--- src/rtl/i2s_tdm_receiver.sv ---
// i2s_tdm_receiver
//   I2S/TDM bus master receiver. Generates the bit clock (bck) and frame sync
//   (fs), samples i2s_data MSB-first on every bck rising event, and pushes one
//   word per completed slot into a first-word-fall-through FIFO that feeds a
//   valid/ready stream. Words that arrive while the FIFO is full (and nothing
//   is popped that cycle) are dropped and set a sticky overflow flag.
//
// Ports
//   clock, reset       system clock, synchronous active-high reset
//   enable             run the bus when high, idle (bck=fs=0) when low
//   i2s_data           serial data from the peripheral
//   bck, fs            generated bit clock and frame sync / lrck
//   m_valid, m_ready   output stream handshake (pop when both high)
//   m_data             captured sample, top DATA_BITS of the slot
//   m_channel, m_last  slot index of the word; m_last marks slot SLOTS-1
//   overflow           sticky drop indicator, cleared by clear_overflow
module i2s_tdm_receiver #(
    parameter int DATA_BITS   = 24,
    parameter int SLOT_BITS   = 32,
    parameter int SLOTS       = 2,
    parameter int BCK_DIVISOR = 4,
    parameter int DATA_DELAY  = 1,
    parameter int FS_PULSE    = 0,
    parameter int FIFO_DEPTH  = 4,
    localparam int CH_W       = (SLOTS > 1) ? $clog2(SLOTS) : 1
) (
    input  logic                 clock,
    input  logic                 reset,
    input  logic                 enable,
    input  logic                 i2s_data,
    output logic                 bck,
    output logic                 fs,
    output logic                 m_valid,
    input  logic                 m_ready,
    output logic [DATA_BITS-1:0] m_data,
    output logic [CH_W-1:0]      m_channel,
    output logic                 m_last,
    output logic                 overflow,
    input  logic                 clear_overflow
);

    localparam int F     = SLOTS * SLOT_BITS;
    localparam int K_W   = (SLOT_BITS > 1) ? $clog2(SLOT_BITS) : 1;
    localparam int P_W   = $clog2(BCK_DIVISOR);
    localparam int A_W   = $clog2(FIFO_DEPTH);
    localparam int CNT_W = A_W + 1;
    localparam int E_W   = DATA_BITS + CH_W + 1;

    localparam logic [P_W-1:0]  P_RISE = P_W'(BCK_DIVISOR / 2 - 1);
    localparam logic [P_W-1:0]  P_FALL = P_W'(BCK_DIVISOR - 1);
    localparam logic [K_W-1:0]  K_LAST = K_W'(SLOT_BITS - 1);
    localparam logic [CH_W-1:0] S_LAST = CH_W'(SLOTS - 1);

    typedef enum logic {ST_IDLE, ST_RUN} state_t;

    // Frame-sync level for frame bit b = slot*SLOT_BITS + bit_idx.
    function automatic logic f_fs(input logic [CH_W-1:0] slot, input logic [K_W-1:0] bit_idx);
        int j;
        j = int'(slot) * SLOT_BITS + int'(bit_idx) + DATA_DELAY;
        if (j >= F) j = j - F;
        if (FS_PULSE != 0) return (j == 0);
        else               return (j >= F / 2);
    endfunction

    state_t              r_state, w_state_next;
    logic [P_W-1:0]      r_phase;
    logic [K_W-1:0]      r_bit, w_bit_next;
    logic [CH_W-1:0]     r_slot, w_slot_next;
    logic                r_bck, r_fs;
    logic [SLOT_BITS-1:0] r_shift, w_slot_word;
    logic                w_run, w_rise, w_fall, w_push;
    logic [E_W-1:0]      w_push_entry, w_head;

    logic [E_W-1:0]      r_mem [FIFO_DEPTH];
    logic [A_W-1:0]      r_wr_ptr, r_rd_ptr;
    logic [CNT_W-1:0]    r_count;
    logic                r_overflow;
    logic                w_full, w_pop, w_accept, w_drop;

    always_ff @(posedge clock) begin
        if (reset) r_state <= ST_IDLE;
        else       r_state <= w_state_next;
    end

    // w_run marks a cycle in which the bus actually advances; the cycle that
    // samples enable low leaves RUN without a rising event or a push.
    always_comb begin
        w_state_next = r_state;
        w_run        = 1'b0;
        case (r_state)
            ST_IDLE: if (enable) w_state_next = ST_RUN;
            ST_RUN: begin
                if (enable) w_run = 1'b1;
                else        w_state_next = ST_IDLE;
            end
            default: w_state_next = ST_IDLE;
        endcase
    end

    assign w_rise      = w_run & (r_phase == P_RISE);
    assign w_fall      = w_run & (r_phase == P_FALL);
    assign w_push      = w_rise & (r_bit == K_LAST);
    assign w_slot_word = (r_shift << 1) | SLOT_BITS'(i2s_data);
    assign w_bit_next  = (r_bit == K_LAST) ? '0 : r_bit + K_W'(1);
    assign w_slot_next = (r_bit != K_LAST) ? r_slot :
                         (r_slot == S_LAST) ? '0 : r_slot + CH_W'(1);
    assign w_push_entry = {(r_slot == S_LAST), r_slot, w_slot_word[SLOT_BITS-1 -: DATA_BITS]};

    // Bus timing: phase, bit/slot counters, bck and fs.
    always_ff @(posedge clock) begin
        if (reset) begin
            r_phase <= '0;
            r_bit   <= '0;
            r_slot  <= '0;
            r_bck   <= 1'b0;
            r_fs    <= 1'b0;
        end else if (!w_run) begin
            r_phase <= '0;
            r_bit   <= '0;
            r_slot  <= '0;
            r_bck   <= 1'b0;
            // Entering RUN presents the level for frame bit 0 immediately.
            r_fs    <= (r_state == ST_IDLE && enable) ? f_fs('0, '0) : 1'b0;
        end else begin
            r_phase <= (r_phase == P_FALL) ? '0 : r_phase + P_W'(1);
            if (w_rise) r_bck <= 1'b1;
            if (w_fall) begin
                r_bck  <= 1'b0;
                r_bit  <= w_bit_next;
                r_slot <= w_slot_next;
                r_fs   <= f_fs(w_slot_next, w_bit_next);
            end
        end
    end

    always_ff @(posedge clock) begin
        if (w_rise) r_shift <= w_slot_word;
    end

    // Output FIFO: a full FIFO still accepts a push when the head pops.
    assign w_full   = (r_count == CNT_W'(FIFO_DEPTH));
    assign m_valid  = (r_count != '0);
    assign w_pop    = m_valid & m_ready;
    assign w_accept = w_push & (~w_full | w_pop);
    assign w_drop   = w_push & ~w_accept;

    always_ff @(posedge clock) begin
        if (w_accept) r_mem[r_wr_ptr] <= w_push_entry;
    end

    always_ff @(posedge clock) begin
        if (reset) begin
            r_wr_ptr   <= '0;
            r_rd_ptr   <= '0;
            r_count    <= '0;
            r_overflow <= 1'b0;
        end else begin
            if (w_accept) r_wr_ptr <= r_wr_ptr + A_W'(1);
            if (w_pop)    r_rd_ptr <= r_rd_ptr + A_W'(1);
            case ({w_accept, w_pop})
                2'b10:   r_count <= r_count + CNT_W'(1);
                2'b01:   r_count <= r_count - CNT_W'(1);
                default: r_count <= r_count;
            endcase
            // A drop in the same cycle as a clear wins.
            r_overflow <= w_drop | (r_overflow & ~clear_overflow);
        end
    end

    assign w_head    = m_valid ? r_mem[r_rd_ptr] : '0;
    assign m_data    = w_head[DATA_BITS-1:0];
    assign m_channel = w_head[DATA_BITS +: CH_W];
    assign m_last    = w_head[E_W-1];
    assign bck       = r_bck;
    assign fs        = r_fs;
    assign overflow  = r_overflow;

endmodule
--- config.mk ---
export PLATFORM = sky130hd
export DESIGN_NAME = i2s_tdm_receiver
export DESIGN_NICKNAME = d
export VERILOG_FILES = /design/src/rtl/i2s_tdm_receiver.sv
export SDC_FILE = /design/constraint.sdc
export NUM_CORES = 1
export LEC_CHECK = 0
export BUFFER_PORTS_ARGS = -buffer_cell sky130_fd_sc_hd__buf_4
export CAP_MARGIN = 20
export CELL_PAD_IN_SITES_DETAIL_PLACEMENT = 1
export CELL_PAD_IN_SITES_GLOBAL_PLACEMENT = 2
export CORE_ASPECT_RATIO = 1.5
export CORE_MARGIN = 5
export CORE_UTILIZATION = 48
export CTS_BUF_LIST = sky130_fd_sc_hd__clkbuf_2 sky130_fd_sc_hd__clkbuf_4 sky130_fd_sc_hd__clkbuf_8
export DETAILED_ROUTE_END_ITERATION = 16
export HOLD_SLACK_MARGIN = 0.12
export PLACE_DENSITY = 0.83
export SYNTH_ARGS = -nofsm -noshare
export SYNTH_HDL_FRONTEND = slang
export SYNTH_SLANG_ARGS = --single-unit
export TNS_END_PERCENT = 5
--- constraint.sdc ---
create_clock -name clock -period 3.2 [get_ports clock]
set_clock_uncertainty 0.15 [all_clocks]
set_input_delay 0.48 -clock clock [delete_from_list [all_inputs] [get_ports clock]]
set_output_delay 0.48 -clock clock [all_outputs]
set_load 0.02 [all_outputs]
# After elaboration in Yosys (flattened, before gate mapping)
# Memory sizes are Yosys's and may differ from the RTL's. A register that Yosys moved wholly into a read port is not among the register bits.
# Cells that the tools add are included.
dict set report word_totals {
  n_memories 1
  rom_bits 0
  reg_bits 50
  ram_bits 104
  elab_cells 65
  latch_bits 0
}
dict set report op_classes {
  magnitude_cmp 2
  n_eq_ne 7
  mux 15
  n_reduce_logical 5
  n_div 0
  n_shift 0
  addsub 10
  mul 0
  bitwise_logic 14
}
# name words word_bits read_ports rd_ports_with_merged_regs wr line
set mem_list {}
lappend mem_list {r_mem 4 26 1 1 1 74} ;# logic [E_W-1:0] r_mem [FIFO_DEPTH];
# operator count
set op_table {}
lappend op_table {{32-bit two-way mux} 4}
lappend op_table {{32-bit by 7-bit >= comparator with 1-bit output (second input constant)} 1}
lappend op_table {{32-bit by 1-bit OR with 32-bit output} 1}
lappend op_table {{26-bit two-way mux} 1}
lappend op_table {{8-bit by 7-bit subtractor with 9-bit output (second input constant)} 1}
lappend op_table {{7-bit by 1-bit adder with 8-bit output (second input constant)} 1}
lappend op_table {{8-bit by 7-bit >= comparator with 1-bit output (second input constant)} 1}
lappend op_table {{6-bit by 5-bit adder with 7-bit output} 1}
lappend op_table {{1-bit AND} 7}
lappend op_table {{2-bit by 1-bit adder with 2-bit output (second input constant)} 3}
lappend op_table {{1-bit two-way mux} 6}
lappend op_table {{3-bit one-hot mux with 2 select lines} 1}
lappend op_table {{3-bit OR reduction} 2}
lappend op_table {{5-bit by 1-bit adder with 5-bit output (second input constant)} 1}
lappend op_table {{5-bit == test (second input constant)} 1}
lappend op_table {{5-bit two-way mux} 1}
lappend op_table {{5-bit != test (second input constant)} 1}
lappend op_table {{2-bit by 1-bit == test with 1-bit output (second input constant)} 2}
lappend op_table {{2-bit == test (second input constant)} 2}
lappend op_table {{2-bit two-way mux} 2}
lappend op_table {{1-bit inverter} 4}
lappend op_table {{3-bit by 1-bit adder with 3-bit output (second input constant)} 1}
lappend op_table {{3-bit == test (second input constant)} 1}
lappend op_table {{3-bit nonzero test} 1}
lappend op_table {{5 further kinds} 6}

# Logic depth before layout (Yosys ltp)
# Gate-level depths: netlist of the first run.
dict set report logic_depth {
  depth_word 11
  depth_mapped 10
  mapped_depth_nobuf 9
}

# Worst setup path after synthesis of the first run
# Ideal clock, no wire load.
dict set report synth_path {
  kind {flip-flop to flip-flop}
  from {register r_bit[0]}
  to {memory r_mem[0][0] (netlist bit), enable pin}
  t_required_ns 2.666
  t_arrival_ns 2.137
  stages_incl_launch_ff 8
  setup_time_ns 0.384
  setup_slack_ns 0.529
  path_cell_list {dfxtp_1 -> ha_1 -> and3_1 -> ha_1 -> buf_2 -> nand4_2 -> nor2_2 -> and2_1}
}
dict set report synth_between {
  elab_chain_cells 5
}
# item line
set synth_lines {}
lappend synth_lines {{from (decl)} 67} ;# logic [K_W-1:0] r_bit, w_bit_next;
lappend synth_lines {{from (signal assigned)} 129} ;# r_bit <= w_bit_next;
lappend synth_lines {{5-bit == test} 102} ;# assign w_push = w_rise & (r_bit == K_LAST);
lappend synth_lines {{1-bit AND} 102}
lappend synth_lines {{1-bit AND} 144} ;# assign w_accept = w_push & (~w_full | w_pop);
lappend synth_lines {{1-bit two-way mux} 148} ;# if (w_accept) r_mem[r_wr_ptr] <= w_push_entry;
lappend synth_lines {{1-bit two-way mux (not written as such)} 148}
lappend synth_lines {{to (decl)} 74}
# No other way between the ends.

==> insert_results.sql, run 1 <==
INSERT INTO impl_metrics (metric_group, metric, value, unit) VALUES
('synthesis', 'synth_seq_cells', '152', ''),
('sta', 'slew-limit-headroom', '44.6', '%'),
('worst_setup_path', 'timing.reg2reg.worst_path_depth', '7', ''),
('finish', 'final-seq-area', '0.00435', 'mm2'),
('finish', 'post_route_cells_drive_above_1_share', '27.8', '%'),
('place', 'placer_congestion', '0.666', ''),
('worst_setup_path', 'crit_buf_inv', '2', ''),
('floorplan', 'num_io_pins', '36', ''),
('global_route', 'grt_use_total', '15.4', '%'),
('floorplan', 'initial_utilization', '48.6', '%'),
('clock_tree', 'cts_root_buffer', 'clkbuf_8', ''),
('detailed_routing', 'viasPerCell', '5.35', ''),
('synthesis', 'netlist_top_cells_area', 'edfxtp_1, mux4_2, dfxtp_1', ''),
('detailed_routing', 'drtIter0Drc', '169', ''),
('worst_setup_path', 'kind_of_end_point_of_the_critical_path', 'output pin', ''),
('finish', 'multi_input_area', '0.00133', 'mm2'),
('worst_setup_path', 'cp_required', '2.57', 'ns'),
('synthesis', 'seq_area_frac_synth', '75.3', '%'),
('clock_tree', 'clk_latency', '0.45', 'ns'),
('detailed_routing', 'drc_errors', '0', ''),
('detailed_routing', 'drt_wl_total', '10000', 'um'),
('place', 'placed_cells', '490', ''),
('floorplan', 'dieArea', '0.0144', 'mm2'),
('sta', 'fraction_of_the_cycle_the_final_worst_path_needs', '87.7', '%'),
('worst_setup_path', 'crit-reg2reg-launch', 'r_bit[0]$_SDFFE_PP0P_', ''),
('sta', 'worst_setup_margin', '0.394', 'ns'),
('finish', 'synthToLayoutAreaGrowth', '14.7', '%'),
('sta', 'max_clock_freq', '0.356', 'GHz'),
('hold_path', 'worstHoldPathType', 'in -> reg', ''),
('worst_setup_path', 'critical-path-max-stage-delay', '0.56', 'ns'),
('global_route', 'grt_first_pass_wirelength', '16400', 'um'),
('synthesis', 'syn-num-nets', '324', ''),
('clock_tree', 'clock-sinks', '152', ''),
('sta', 'setup-violations-final', '0', ''),
('global_route', 'grt_max_degree', '30', ''),
('finish', 'n_antenna_cell', '0', ''),
('detailed_routing', 'routed_via_count', '2801', ''),
('pwr', 'ir_drop', '294', 'uV'),
('synthesis', 'postSynth.topFlopCell', 'edfxtp_1', ''),
('finish', 'layout.cells.non_filler', '524', ''),
('finish', 'layout.core_utilization', '55.8', '%'),
('job', 'drv_cap', '0', ''),
('outcome', 'run_status', 'completed', ''),
('sta', 'timing_worst_slew_pin_value', '0.831', 'ns'),
('hold_path', 'whs_endpoint', 'r_count[2]$_SDFFE_PP0P_', ''),
('sta', 'timing.final.crit_period', '2.81', 'ns'),
('sta', 'slew_violations', '0', ''),
('worst_setup_path', 'crit_fanout', '25', ''),
('floorplan', 'die_width', '99.6', 'um'),
('synthesis', 'synth_largest_area_cell', 'edfxtp_1', ''),
('clock_tree', 'cts_tree', 'done', ''),
('worst_setup_path', 'rrSetupSlack', '0.42', 'ns'),
('detailed_routing', 'antenna_violating_nets_post_route', '0', ''),
('detailed_routing', 'drt-wirelength-per-cell', '19.1', 'um'),
('worst_setup_path', 'crit_path_frequent_cell', 'buf_4', ''),
('place', 'dpl.hpwl', '6110', 'um'),
('place', 'io_buffers', '35', ''),
('global_route', 'grt_remaining_overflow', '0', ''),
('pwr', 'cellLeakagePower', '2.21', 'nW'),
('worst_setup_path', 'worst_r2r_endpoint', 'r_mem[1][8]$_DFFE_PP_', ''),
('hold_path', 'worst_hold_path.num_cells', '2', ''),
('worst_setup_path', 'setup.worst_path.class', 'reg -> out', ''),
('clock_tree', 'tritoncts.num_buffers', '17', ''),
('worst_setup_path', 'critPathArrivalTime', '2.18', 'ns'),
('worst_setup_path', 'worstSetupStartpointType', 'register', ''),
('finish', 'fillCellCount', '1118', ''),
('clock_tree', 'clock_path_buffers', '2', ''),
('synthesis', 'syn-cell-area', '0.00579', 'mm2'),
('synthesis', 'synth-warning-count', '0', ''),
('synthesis', 'synth-edff-count', '131', ''),
('synthesis', 'synth.distinct_cells', '43', '');
-- synthesized netlist by cell type, types with 2 or more instances --
library cell	number
and3_1	3
nand3_1	5
buf_2	4
buf_6	2
clkbuf_1	5
nand3b_1	2
inv_1	7
xor2_1	3
edfxtp_1	131
dfxtp_1	21
nor2_1	17
nand2_1	2
mux2_1	2
a21oi_1	4
nor3_1	7
ha_1	8
mux2i_1	2
and2_1	29
or3_1	2
nand2b_1	2
a211oi_1	2
buf_4	2
mux4_2	25
xnor2_1	3
-- stage by stage --
stage	hold slack (ns)	instance area, um2
floorplan	0.250	5790
global placement	0.258	6220
detailed placement	0.258	6220
CTS	0.122	6630
global route	0.137	6630
finish	0.151	6630
-- kinds of logic (layout without fill, tap and decap cells) --
family / Yosys count / count (layout) / share of synthesized area [%]
flip-flops: 152 / 152 / 75.3
AND/OR/NAND/NOR: 78 / 78 / 7.76
multiplexers: 29 / 29 / 10.5
buffers and inverters: 21 / 83 / 1.84
AO/OA/AOI/OAI: 14 / 14 / 1.69
adder cells (fa/ha/maj): 9 / 9 / 2.08
XOR/XNOR: 6 / 6 / 0.908
-- sequential cells by signal, indices dropped and copies added (netlist names), named ones only --
| name | count |
|---|---|
| bck | 1 |
| r_slot | 1 |
| r_rd_ptr | 2 |
| r_wr_ptr | 2 |
| fs | 1 |
| r_bit | 5 |
| overflow | 1 |
| r_state | 1 |
| r_mem | 100 |
| r_count | 3 |
| r_phase | 2 |
| r_shift | 31 |
-- metal layers --
metal  part of all wire, %  global-route usage [%]  vias to the layer above
li1                      -                       -                     1287
met1                    38                    17.0                     1449
met2                    57                    28.3                       52
met3                   3.5                    4.58                       13
met4                   1.2                    5.18                        0
met5                     0                       0                        -
-- placed cells by master (no fill, tap or decap), types with 2 or more instances in the layout --
cell type and instances:
clkinvlp_4 2, a211oi_1 2, nand3_1 5, a21oi_1 4, or3_1 2, inv_8 4
nor3_1 7, dlygate4sd3_1 2, and2_1 29, edfxtp_1 131, ha_1 8, mux2i_1 2
nand2_1 2, clkbuf_8 17, nand2b_1 2, nor2_1 17, buf_4 41, dfxtp_1 21
xor2_1 3, mux2_1 2, inv_6 4, clkinv_4 3, inv_1 7, xnor2_1 3
nand3b_1 2, mux4_2 25, and3_1 3
-- final cells by class --
cell class	count	area share (%)
timing repair buffer	44	5.24
clock inverter	15	2.34
inverter	7	0.396
sequential	152	65.6
clock buffer	17	3.53
multi-input combinational	136	20.0
tap	153	2.89
-- power breakdown --
part,leakage [nW],switching [mW],internal (mW)
clock network,0.193,0.777,0.645
registers,1.36,0.00239,2.12
logic,0.661,0.00981,0.00843
-- worst max path at each step --
stage / to / slack [ns] / depth (start not counted)
floorplan: r_mem[0][0]$_DFFE_PP_ / 0.53 / 7
global placement: r_mem[0][4]$_DFFE_PP_ / 0.54 / 7
detailed placement: r_mem[1][4]$_DFFE_PP_ / 0.39 / 7
CTS: m_channel / 0.32 / 4
global route: r_mem[1][8]$_DFFE_PP_ / 0.17 / 7
finish: m_channel / 0.39 / 4
-- what timing repair did --
item                                   4_1_cts  5_1_grt
hold buffers                                 2        0
setup endpoints to repair                    0        0
endpoints found under the hold margin        2        0
No activity file was read; power rests on OpenSTA's default activity.
==> run 2, diff against run 1 <==
Settings changed: CORE_UTILIZATION 48 to 46, CTS_BUF_LIST sky130_fd_sc_hd__clkbuf_2 sky130_fd_sc_hd__clkbuf_4 sky130_fd_sc_hd__clkbuf_8 to sky130_fd_sc_hd__clkbuf_16, PLACE_DENSITY 0.83 to 0.81.
==> run 2 against run 1 <==
Effect of this change: hold slack gained 0.033 ns; routed wire length increased by 0.76%; register-to-register slack gained 0.15 ns; sequential power barely moved; largest power group unchanged; final cell count up 0.57%.
==> insert_results.sql, run 2 (synthesized netlist as in run 1, its figures left out) <==
INSERT INTO impl_metrics (metric_group, metric, value, unit) VALUES
('detailed_routing', 'antenna_violating_nets_post_route', '0', ''),
('clock_tree', 'cts.repair_timing.setup_buffer_count', '0', ''),
('worst_setup_path', 'worstSetupStartpointType', 'register', ''),
('place', 'placer_congestion', '0.698', ''),
('floorplan', 'std_cell_rows', '50', ''),
('floorplan', 'initial_utilization', '46.7', '%'),
('detailed_routing', 'dr.pass1.iters', '4', ''),
('detailed_routing', 'viasPerCell', '5.23', ''),
('floorplan', 'dieArea', '0.0150', 'mm2'),
('floorplan', 'dieHeight', '147', 'um'),
('sta', 'timing.final.crit_period', '2.74', 'ns'),
('sta', 'fraction_of_the_cycle_the_final_worst_path_needs', '85.6', '%'),
('pwr', 'cellLeakagePower', '2.28', 'nW'),
('clock_tree', 'path_clk_slew', '0.06', 'ns'),
('global_route', 'global_route_layer_with_the_greatest_usage', 'met2', ''),
('sta', 'hold_viol', '0', ''),
('finish', 'nets', '373', ''),
('worst_setup_path', 'critical_path.cell_chain', 'buf_4 > mux4_2 > and2_1 > buf_4', ''),
('detailed_routing', 'routed_via_count', '2756', ''),
('worst_setup_path', 'critPathArrivalTime', '2.11', 'ns'),
('finish', 'postLayoutCellArea', '0.00681', 'mm2'),
('pwr', 'pwr_density_cell', '591', 'mW/mm2'),
('finish', 'final_cell_mix', 'edfxtp_1, buf_4, and2_1, mux4_2, dfxtp_1', ''),
('clock_tree', 'clock-sinks', '152', ''),
('global_route', 'grt_remaining_overflow', '0', ''),
('worst_setup_path', 'kind_of_end_point_of_the_critical_path', 'output pin', ''),
('pwr', 'power.share.clock', '46.8', '%'),
('outcome', 'run_status', 'completed', ''),
('clock_tree', 'clk_latency', '0.40', 'ns'),
('sta', 'timing_worst_slew_pin_value', '0.699', 'ns'),
('hold_path', 'worstHoldPathType', 'in -> reg', ''),
('worst_setup_path', 'crit_fanout', '25', ''),
('pwr', 'p_seq_share', '52.8', '%'),
('sta', 'slew_violations', '0', ''),
('finish', 'n_antenna_cell', '0', ''),
('detailed_routing', 'drt-wirelength-per-cell', '19.1', 'um'),
('place', 'io_buffers', '35', ''),
('global_route', 'grt_use_total', '14.9', '%'),
('clock_tree', 'htreeDepth', '4', ''),
('clock_tree', 'cts_resized', '0', ''),
('finish', 'layout.cells.most_common', 'edfxtp_1', ''),
('worst_setup_path', 'setup.worst_path.class', 'reg -> out', ''),
('worst_setup_path', 'worst_path_slowest_cell', 'mux4_2', ''),
('clock_tree', 'cts_root_buffer', 'clkbuf_16', ''),
('pwr', 'netSwitchingPower', '814', 'uW'),
('finish', 'largest_reg_flops', '100', ''),
('global_route', 'antenna_found_initial', '0', ''),
('worst_setup_path', 'crit_path_frequent_cell', 'buf_4', ''),
('clock_tree', 'tritoncts.num_buffers', '17', ''),
('pwr', 'comb_power_share', '0.4', '%'),
('finish', 'post_route_cells_drive_above_1_share', '28.0', '%'),
('pwr', 'power.switching_fraction', '20.2', '%'),
('pwr', 'cell_internal_power', '3.21', 'mW'),
('sta', 'slew-limit-headroom', '53.4', '%'),
('floorplan', 'core', '0.0124', 'mm2'),
('place', 'pre_cts_slack', '0.578', 'ns'),
('floorplan', 'die_width', '102', 'um'),
('sta', 'setup-violations-final', '0', ''),
('sta', 'grt_setup_unrepaired', 'no', ''),
('sta', 'max_clock_freq', '0.365', 'GHz'),
('finish', 'synthToLayoutAreaGrowth', '17.8', '%'),
('clock_tree', 'cts_tree', 'done', ''),
('worst_setup_path', 'critical-path-max-stage-delay', '0.60', 'ns'),
('global_route', 'first_global_vias', '3102', ''),
('global_route', 'grt_first_pass_wirelength', '16600', 'um'),
('job', 'drv_cap', '0', ''),
('detailed_routing', 'drtIter0Drc', '118', ''),
('global_route', 'gr-usage-met1', '17.0', '%'),
('worst_setup_path', 'cp_required', '2.57', 'ns'),
('finish', 'top_register', 'r_mem', ''),
('global_route', 'grt_util_met3', '3.61', '%'),
('global_route', 'grt_util_met2', '26.6', '%'),
('sta', 'worst_setup_margin', '0.462', 'ns'),
('pwr', 'ir_drop', '358', 'uV'),
('clock_tree', 'clock_path_buffers', '2', ''),
('detailed_routing', 'drc_errors', '0', ''),
('finish', 'layout.core_utilization', '55.0', '%'),
('sta', 'fin_tns_setup', '0', 'ns'),
('detailed_routing', 'drt_wl_total', '10100', 'um'),
('finish', 'largest_registers_in_the_final_layout', 'r_mem (100), r_shift (31), r_bit (5)', ''),
('place', 'dpl.hpwl', '6050', 'um'),
('floorplan', 'num_io_pins', '36', ''),
('global_route', 'grt_max_degree', '30', ''),
('place', 'placed_cell_area', '0.00624', 'mm2');
==> run 2: path summary, 6_finish.rpt <==
check	from	to	slack [ns]	cells after the start
max	register	m_last	0.46	4
min	enable	r_state$_SDFF_PP0_	0.18	2
max reg2reg	r_bit[0]$_SDFFE_PP0P_	r_count[2]$_SDFFE_PP0P_	0.57	9
min reg2reg	r_shift[3]$_DFFE_PN_	r_shift[4]$_DFFE_PN_	0.27	0
==> run 2: critical path: cells and delay by family (launching register included) <==
kind	cells	cell delay, ns
flops	1	0.31
simple gates	1	0.19
mux	1	0.60
buf+inv	2	0.59
==> run 2: through the flow <==
step	instances	hold slack [ns]	power [mW]
CTS	527	0.172	4.07
detailed placement	494	0.256	2.19
finish	527	0.183	4.03
floorplan	309	0.250	2.17
global route	527	0.183	4.18
global placement	494	0.259	2.18
==> run 2: per-layer routing <==
layer / up-vias / share of wire [%]
met5: - / 0
met4: 0 / 2.0
met3: 13 / 2.6
met2: 40 / 57
met1: 1409 / 39
li1: 1294 / -
==> run 2: area by class of cell <==
class | instances | area (um2)
Fill cell | 1143 | 5570
Clock inverter | 15 | 143
Timing Repair Buffer | 44 | 345
Clock buffer | 17 | 425
Inverter | 7 | 26.3
Multi-Input combinational cell | 136 | 1330
Sequential cell | 152 | 4350
Tap cell | 156 | 195
==> run 2: what timing repair did <==
action | in CTS | in global routing
hold buffers | 1 | 0
endpoints found under the hold margin | 1 | 0
endpoints found under the setup margin | 0 | 0
==> run 2: power groups by stage <==
stage                     Sequential, mW  Clock (mW)  Combinational [mW]
after floorplan                     2.17           0             0.00679
after global placement              2.17           0              0.0162
after detailed placement            2.17           0              0.0167
after CTS                           2.13        1.93              0.0176
after global routing                2.12        2.04              0.0187
final                               2.13        1.88              0.0170
